File: config.mk
export PLATFORM = sky130hd
export DESIGN_NAME = missile_scheduler
export DESIGN_NICKNAME = d
export VERILOG_FILES = /design/src/rtl/missile_scheduler.sv
export SDC_FILE = /design/constraint.sdc
export NUM_CORES = 1
export LEC_CHECK = 0
export BUFFER_PORTS_ARGS = -buffer_cell sky130_fd_sc_hd__buf_4
export CAP_MARGIN = 20
export CORE_AREA = 2 2 87 89
export CTS_BUF_LIST = sky130_fd_sc_hd__clkbuf_4 sky130_fd_sc_hd__clkbuf_8
export DETAILED_ROUTE_END_ITERATION = 10
export DIE_AREA = 0 0 89 91
export HOLD_SLACK_MARGIN = 0.05
export PLACE_DENSITY = 0.66
export SYNTH_ARGS = -nofsm -noshare
export SYNTH_HDL_FRONTEND = slang
export SYNTH_SLANG_ARGS = --single-unit
File: constraint.sdc
create_clock -name clk -period 4.5 [get_ports clk]
set_input_delay 0.9 -clock clk [delete_from_list [all_inputs] [get_ports clk]]
set_output_delay 0.9 -clock clk [all_outputs]
set_load 0.005 [all_outputs]
File: src/rtl/missile_scheduler.sv
// Launch scheduler for the player missile pool: motion tick generation,
// round-robin slot allocation, launch cooldown and slot retirement.
module missile_scheduler #(
  parameter int NUM_SLOTS      = 8,
  parameter int TICK_DIV       = 250000,
  parameter int COOLDOWN_TICKS = 8
) (
  input  logic                         clk,
  input  logic                         rst,
  input  logic                         game_en,
  input  logic                         fire_btn,
  input  logic [NUM_SLOTS-1:0]         slot_done,
  input  logic                         hit_valid,
  input  logic [$clog2(NUM_SLOTS)-1:0] hit_slot,
  output logic [NUM_SLOTS-1:0]         missile_en,
  output logic                         fire_ack,
  output logic [$clog2(NUM_SLOTS)-1:0] fire_slot,
  output logic                         fire_drop,
  output logic                         move_tick,
  output logic [$clog2(NUM_SLOTS):0]   active_cnt
);

  localparam int SLOT_W = $clog2(NUM_SLOTS);
  localparam int TICK_W = (TICK_DIV > 1) ? $clog2(TICK_DIV) : 1;
  localparam int CD_W   = (COOLDOWN_TICKS > 0) ? $clog2(COOLDOWN_TICKS + 1) : 1;
  localparam logic [TICK_W-1:0] TICK_LAST = TICK_W'(TICK_DIV - 1);
  localparam logic [CD_W-1:0]   CD_LOAD   = CD_W'(COOLDOWN_TICKS);

  typedef enum logic [1:0] {
    S_IDLE,
    S_LAUNCH,
    S_COOLDOWN
  } state_t;

  state_t              r_state;
  logic [TICK_W-1:0]   r_tick_cnt;
  logic [CD_W-1:0]     r_cd_cnt;
  logic                r_btn_d;
  logic                r_btn_armed;
  logic [SLOT_W-1:0]   r_rr_ptr;
  logic [SLOT_W-1:0]   r_sel;
  logic [NUM_SLOTS-1:0] r_en;
  logic [SLOT_W:0]     r_cnt;
  logic                r_ack;
  logic [SLOT_W-1:0]   r_slot;
  logic                r_drop;
  logic                r_move;

  logic                 w_req;
  logic                 w_any_free;
  logic [SLOT_W-1:0]    w_pick;
  logic [NUM_SLOTS-1:0] w_retire;
  logic [NUM_SLOTS-1:0] w_en_next;

  // First free slot at or above ptr, wrapping modulo the slot count.
  function automatic logic [SLOT_W-1:0] f_pick(input logic [NUM_SLOTS-1:0] busy,
                                               input logic [SLOT_W-1:0]    ptr);
    logic [SLOT_W-1:0] idx;
    f_pick = ptr;
    for (int k = NUM_SLOTS - 1; k >= 0; k--) begin
      idx = ptr + SLOT_W'(k);
      if (!busy[idx]) f_pick = idx;
    end
  endfunction

  function automatic logic [SLOT_W:0] f_popcnt(input logic [NUM_SLOTS-1:0] v);
    logic [SLOT_W:0] n;
    n = '0;
    for (int i = 0; i < NUM_SLOTS; i++) n = n + {{SLOT_W{1'b0}}, v[i]};
    return n;
  endfunction

  // A button already held at reset release must be seen low once before it can fire.
  assign w_req      = fire_btn & ~r_btn_d & r_btn_armed;
  assign w_any_free = ~&r_en;
  assign w_pick     = f_pick(r_en, r_rr_ptr);
  assign w_retire   = slot_done | (hit_valid ? (NUM_SLOTS'(1) << hit_slot) : '0);
  assign w_en_next  = (r_en & ~w_retire) |
                      ((r_state == S_LAUNCH) ? (NUM_SLOTS'(1) << r_sel) : '0);

  always_ff @(posedge clk or negedge rst) begin
    if (!rst) begin
      r_state     <= S_IDLE;
      r_tick_cnt  <= '0;
      r_cd_cnt    <= '0;
      r_btn_d     <= 1'b0;
      r_btn_armed <= 1'b0;
      r_rr_ptr    <= '0;
      r_sel       <= '0;
      r_en        <= '0;
      r_cnt       <= '0;
      r_ack       <= 1'b0;
      r_slot      <= '0;
      r_drop      <= 1'b0;
      r_move      <= 1'b0;
    end else begin
      r_btn_d     <= fire_btn;
      r_btn_armed <= r_btn_armed | ~fire_btn;
      r_ack       <= 1'b0;
      r_drop      <= 1'b0;
      if (!game_en) begin
        r_state    <= S_IDLE;
        r_tick_cnt <= '0;
        r_cd_cnt   <= '0;
        r_move     <= 1'b0;
        r_en       <= '0;
        r_cnt      <= '0;
      end else begin
        r_move     <= (r_tick_cnt == TICK_LAST);
        r_tick_cnt <= (r_tick_cnt == TICK_LAST) ? '0 : r_tick_cnt + 1'b1;
        r_en       <= w_en_next;
        r_cnt      <= f_popcnt(w_en_next);
        case (r_state)
          S_IDLE: begin
            if (w_req) begin
              if (w_any_free) begin
                r_sel   <= w_pick;
                r_state <= S_LAUNCH;
              end else begin
                r_drop  <= 1'b1;
              end
            end
          end
          S_LAUNCH: begin
            r_ack    <= 1'b1;
            r_slot   <= r_sel;
            r_rr_ptr <= r_sel + 1'b1;
            r_cd_cnt <= CD_LOAD;
            r_state  <= S_COOLDOWN;
          end
          S_COOLDOWN: begin
            if (r_cd_cnt == '0)  r_state  <= S_IDLE;
            else if (r_move)     r_cd_cnt <= r_cd_cnt - 1'b1;
          end
          default: r_state <= S_IDLE;
        endcase
      end
    end
  end

  assign missile_en = r_en;
  assign fire_ack   = r_ack;
  assign fire_slot  = r_slot;
  assign fire_drop  = r_drop;
  assign move_tick  = r_move;
  assign active_cnt = r_cnt;

endmodule
==> flow_summary.toml, run 1 <==
[cells_and_area]
multi_input_area_um2 = 1910
nNetsFinal = 417
seq_area_um2 = 1250
area_delta_synth_final_pct = 12.9
fill_cells = 657
drive_gt1_frac = 0.169
antennaDiodeCount = 0
layout.cells.non_filler = 483

[drt]
wl_um = 7350
drc = 0
drt_iter0_drc = 177
routed_via_density = 5.54
dr.pass1.iters = 5
vias = 2674
ant_nets = 0
routedWlPerCell_um = 15.2

[timing]
max_slew.worst_pin.slew_ns = 0.863
post-route-period-util = 0.867
period_needed_ns = 3.90
tns_ns = 0
slew-limit-headroom = 0.425
rsz0062_at_grt = "false"
fmax_mhz = 256
setup_viol = 0
hold_viol = 0
drv_slew = 0
finClkSkew_ns = 0.00900

[synth]
synthDistinctLibCells = 55
synthesis.nets = 388
ys_top_cells_by_area = "dfrtp_1, mux4_2, ha_1, nor2_1, inv_1"
synth_area_per_cell_um2 = 9.50
synth_ff_type = "dfrtp_1"
synth-edff-count = 0
yosys.area.top_type_share = 0.372
yosysMostFrequentCell = "dfrtp_1"
ys_top_cells_by_count = "dfrtp_1, nor2_1, inv_1, nand2_1, o21ai_0"
synth-seq-area-share = 0.372
synthesis.area_um2 = 3360
async_reset_ff_frac = 1.00
synth_cells = 354
synth_top_area_cell = "dfrtp_1"
ys_ff_latch = 50
yosys_warnings = 0

[power]
leakagePower_nw = 1.72
power_density_nw_per_um2 = 379
ir_worst_vdd_mv = 0.229

[clocking]
clkLatencyLatePin_ns = 0.31
cts_root_buffer = "clkbuf_8"
clockBufferDepth = 2
cts_made_buffers = 5
cts_tree = "built"
clkTransAtPathRegs_ns = 0.10
htree_levels = 2
cts_num_sinks = 50
ctsHoldBuffers = 0
postCtsSetupBuffers = 0
postCtsResizedCells = 0

[min_path]
hold_path.class = "reg2reg"
min_to = "r_tick_cnt[0]"
hold_depth = 1
hp-start = "r_tick_cnt[0]"

[floorplanning]
dieWidth_um = 89
ios = 34
rows = 31
coreArea_um2 = 7140
die_height_um = 91
die_area_um2 = 8100
start_util = 0.471

[critical_path]
critPathMaxFanout = 4
cp_cell_sequence = "buf_4 > nand2b_1 > or3_1 > a32oi_1 > fa_1 > inv_1 > fa_1 > inv_1 > fa_1 > inv_1 > ha_1 > inv_1 > fa_1 > xor2_1 > nor2_1"
regToRegEndpoint = "active_cnt[2]"
critPathSlowestCell = "fa_1"
r2r-start = "r_state[0]"
required_ns = 4.68
arrival_ns = 4.08
r2r_cells = 16
critical_path_class = "in2reg"
rrSetupSlack_ns = 0.65
end_kind = "flip-flop"
slowest_delay_ns = 0.46
startpoint_type = "primary input"

[global_route]
grtUsageMet1 = 0.288
grt_antenna_before_repair = 0
grt_pass1_wl_um = 12800
grt.total_usage = 0.200
grt_pass1_vias = 2612
grt_overflow = 0
grt_start_max_net_pins = 51
top_usage_layer = "met2"
gr-usage-met3 = 0.0291
grtUsageMet2 = 0.318

[placement]
hpwl_um = 5490
gp_congestion = 0.896
placed_cells = 475
io_buffers = 33

[flow_run]
maxCapViolations = 0

[outcome]
status = "finished clean"
## layout by cell type (no fill, tap or decap), types with 4 or more instances in the layout
master	instances
ha_1	14
nor4_1	4
buf_4	36
nand2_1	30
nand2b_1	6
clkbuf_8	5
mux2i_1	6
mux4_2	11
xor2_1	10
nand3_1	14
nand4_1	5
nor3_1	8
inv_1	33
mux2_2	4
and3_1	4
dfrtp_1	50
o21ai_0	15
nor2_1	45
a21oi_1	11
fa_1	4
xnor2_1	10
## metal layers
layer  routed length [um]  vias up
met1                 3390     1299
met4                   76        0
li1                     -     1306
met3                  277        7
met5                    0        -
met2                 3610       62
## logic make-up (layout without fill, tap and decap cells)
logic type	after synthesis	in the layout	synth area share
AO/OA/AOI/OAI	58	58	0.117
XOR/XNOR	20	20	0.0521
flip-flops	50	50	0.372
multiplexers	25	25	0.128
buffers and inverters	47	77	0.0602
adder cells (fa/ha/maj)	18	18	0.0759
AND/OR/NAND/NOR	136	136	0.196
## cell type report
class	count	area share
sequential	50	0.329
timing repair buffer	36	0.0712
clock buffer	5	0.0181
inverter	33	0.0326
clock inverter	3	0.0129
tap	99	0.0326
multi-input combinational	257	0.503
## worst max-delay path by stage
stage                 from             to  slack, ns
6_report       hit_slot[2]  active_cnt[2]       0.60
4_1_cts        hit_slot[2]  active_cnt[2]       0.61
3_3_place_gp   hit_slot[2]  active_cnt[2]       0.31
2_1_floorplan  hit_slot[2]  active_cnt[2]       0.58
5_1_grt         r_state[0]  active_cnt[2]       0.41
3_5_place_dp   hit_slot[2]  active_cnt[2]       0.29
## worst max-delay path: cells and delay by family
family / cells / cell delay (ns)
adder cells (fa/ha/maj): 5 / 1.78
AND/OR/NAND/NOR: 3 / 0.54
buffers and inverters: 5 / 0.42
AO/OA/AOI/OAI: 1 / 0.29
XOR/XNOR: 1 / 0.14
## sequential cells by signal (all words and copies together), names as in the netlist
| register | cells |
|---|---|
| r_state | 2 |
| r_tick_cnt | 18 |
| move_tick | 1 |
| r_rr_ptr | 3 |
| fire_drop | 1 |
| fire_ack | 1 |
| missile_en | 8 |
| r_cd_cnt | 4 |
| fire_slot | 3 |
| active_cnt | 4 |
| r_btn_armed | 1 |
| r_btn_d | 1 |
| r_sel | 3 |
## power by group
part,internal (mW),switching (mW)
Clock,0.169,0.160
Combinational,0.256,0.297
Sequential,0.491,0.0669
## through the flow
stage / power, mW / area, um2 / worst slack, ns / utilization / hold WS (ns)
after floorplan: 0.999 / 3360 / 0.581 / - / 0.435
after global placement: 1.11 / 3680 / 0.314 / 0.516 / 0.471
after detailed placement: 1.12 / 3680 / 0.290 / 0.516 / 0.476
after CTS: 1.46 / 3800 / 0.612 / 0.532 / 0.489
after global routing: 1.55 / 3800 / 0.412 / 0.532 / 0.525
final: 1.44 / 3800 / 0.600 / 0.532 / 0.484
No activity file was read; power rests on OpenSTA's default activity.
==> run 2, diff against run 1 <==
ABC_AREA = 1   (was unset)
CORE_AREA = 2 2 84 86   (was 2 2 87 89)
DIE_AREA = 0 0 86 88   (was 0 0 89 91)
PLACE_DENSITY = 0.67   (was 0.66)
==> flow_summary.toml, run 2 <==
[synth]
synthesis.area_um2 = 3150
async_reset_ff_frac = 1.00
synth-seq-area-share = 0.397
synth-edff-count = 0
synth_area_per_cell_um2 = 7.72
synthDistinctLibCells = 38
ys_ff_latch = 50
synth_ff_type = "dfrtp_1"
synth_top_area_cell = "dfrtp_1"
ys_top_cells_by_area = "dfrtp_1, nand2_1, inv_1, ha_1, nand3_1"
yosys.area.top_type_share = 0.397
yosysMostFrequentCell = "nand2_1"
synth_cells = 408
yosys_warnings = 0
ys_top_cells_by_count = "nand2_1, inv_1, dfrtp_1, nor2_1, nand3_1"
synthesis.nets = 442

[power]
leakagePower_nw = 1.89
ir_worst_vdd_mv = 0.169
power_density_nw_per_um2 = 469

[clocking]
ctsHoldBuffers = 0
postCtsSetupBuffers = 0
clockBufferDepth = 2
cts_num_sinks = 50
clkLatencyLatePin_ns = 0.30
cts_root_buffer = "clkbuf_8"
clkTransAtPathRegs_ns = 0.09
postCtsResizedCells = 0
htree_levels = 2
cts_made_buffers = 5
cts_tree = "built"

[floorplanning]
start_util = 0.474
ios = 34
die_area_um2 = 7570
coreArea_um2 = 6640
die_height_um = 88
dieWidth_um = 86
rows = 30

[timing]
post-route-period-util = 0.831
max_slew.worst_pin.slew_ns = 0.749
slew-limit-headroom = 0.500
finClkSkew_ns = 0.00763
period_needed_ns = 3.74
timing.hold.ws_ns = 0.452
tns_ns = 0
fmax_mhz = 268
rsz0062_at_grt = "false"
drv_slew = 0
setup_viol = 0
hold_viol = 0

[flow_run]
maxCapViolations = 0

[critical_path]
critical_path_class = "in2reg"
required_ns = 4.66
end_kind = "flip-flop"
crit_path_start = "hit_slot[1]"
arrival_ns = 3.90
startpoint_type = "primary input"
r2r-start = "r_sel[0]"
critPathMaxFanout = 4

[global_route]
grt_overflow = 0
grt.total_usage = 0.186
grt_pass1_wl_um = 11300
grt_antenna_before_repair = 0
grt_pass1_vias = 2513
grt_start_max_net_pins = 51

[cells_and_area]
drive_gt1_frac = 0.144
area_delta_synth_final_pct = 13.0
largest_reg_flops = 18
top_register = "r_tick_cnt"
antennaDiodeCount = 0
mostFrequentLayoutCells = "nand2_1, inv_1, dfrtp_1"
nNetsFinal = 476
final_common_cell = "nand2_1"
fill_cells = 637

[drt]
dr.pass1.iters = 5
wl_um = 6670
drt_iter0_drc = 119
drc = 0
ant_nets = 0
vias = 2679
routed_via_density = 5.12
routedWlPerCell_um = 12.7

[placement]
gp_congestion = 0.882
hpwl_um = 5210
io_buffers = 33

[min_path]
hp-start = "r_tick_cnt[0]"
hold_path.class = "reg2reg"

[outcome]
status = "finished clean"
==> run 2: area by class of cell <==
cell class | count | area [um2] | share of cell area
clock inverters | 1 | 8.76 | 0.00246
clock buffers | 7 | 96.3 | 0.0271
repair buffers | 34 | 255 | 0.0718
multi-input cells | 293 | 1630 | 0.458
well taps | 80 | 100 | 0.0281
flip-flops and latches | 50 | 1250 | 0.352
inverters | 58 | 218 | 0.0612
==> run 2: metrics by stage <==
step | cells | setup slack [ns] | instance area [um2] | utilization | power (mW)
after floorplan | 408 | 0.757 | 3150 | - | 1.20
after global routing | 523 | 0.529 | 3560 | 0.535 | 1.83
after global placement | 515 | 0.486 | 3450 | 0.520 | 1.38
final | 523 | 0.762 | 3560 | 0.535 | 1.67
after detailed placement | 515 | 0.476 | 3450 | 0.520 | 1.39
after CTS | 523 | 0.760 | 3560 | 0.535 | 1.68
==> run 2: critical path, stage by stage <==
cell and delay (ns):
buf_4 0.12, nand2_1 0.06, inv_1 0.05, a21oi_1 0.15, a22oi_1 0.12, fa_1 0.52
inv_1 0.06, fa_1 0.53, inv_1 0.06, fa_1 0.47, inv_1 0.07, ha_1 0.17
inv_1 0.06, fa_1 0.37, xor2_1 0.14, nor2_1 0.05
==> run 2: report_power, final <==
part	switching [mW]	internal, mW
clock	0.144	0.141
combinational	0.514	0.301
sequential	0.0727	0.494
==> run 2: kinds of logic after synthesis <==
kind of cell             Yosys count  synth area share
adder cells (fa/ha/maj)           18            0.0811
AO/OA/AOI/OAI                     48            0.0914
buffers and inverters             65            0.0855
XOR/XNOR                          11            0.0306
flip-flops                        50             0.397
AND/OR/NAND/NOR                  216             0.314
==> run 2: worst paths after layout <==
path / to / slack [ns] / depth (start not counted)
worst max-delay path: active_cnt[2] / 0.76 / 16
worst min-delay path: r_tick_cnt[0] / 0.45 / 1
worst max register to register: active_cnt[2] / 0.85 / 14
min in group asynchronous: r_tick_cnt[14] / 0.60 / 1
worst min register to register: r_tick_cnt[0] / 0.45 / 1
max in group asynchronous: missile_en[3] / 3.48 / 1
==> run 2: metal layers <==
metal | vias up | share of wire | global-route usage
li1 | 1376 | - | -
met3 | 12 | 0.021 | 0.0245
met1 | 1258 | 0.46 | 0.238
met2 | 33 | 0.51 | 0.328
met5 | - | 0 | 0
met4 | 0 | 0.016 | 0.0592
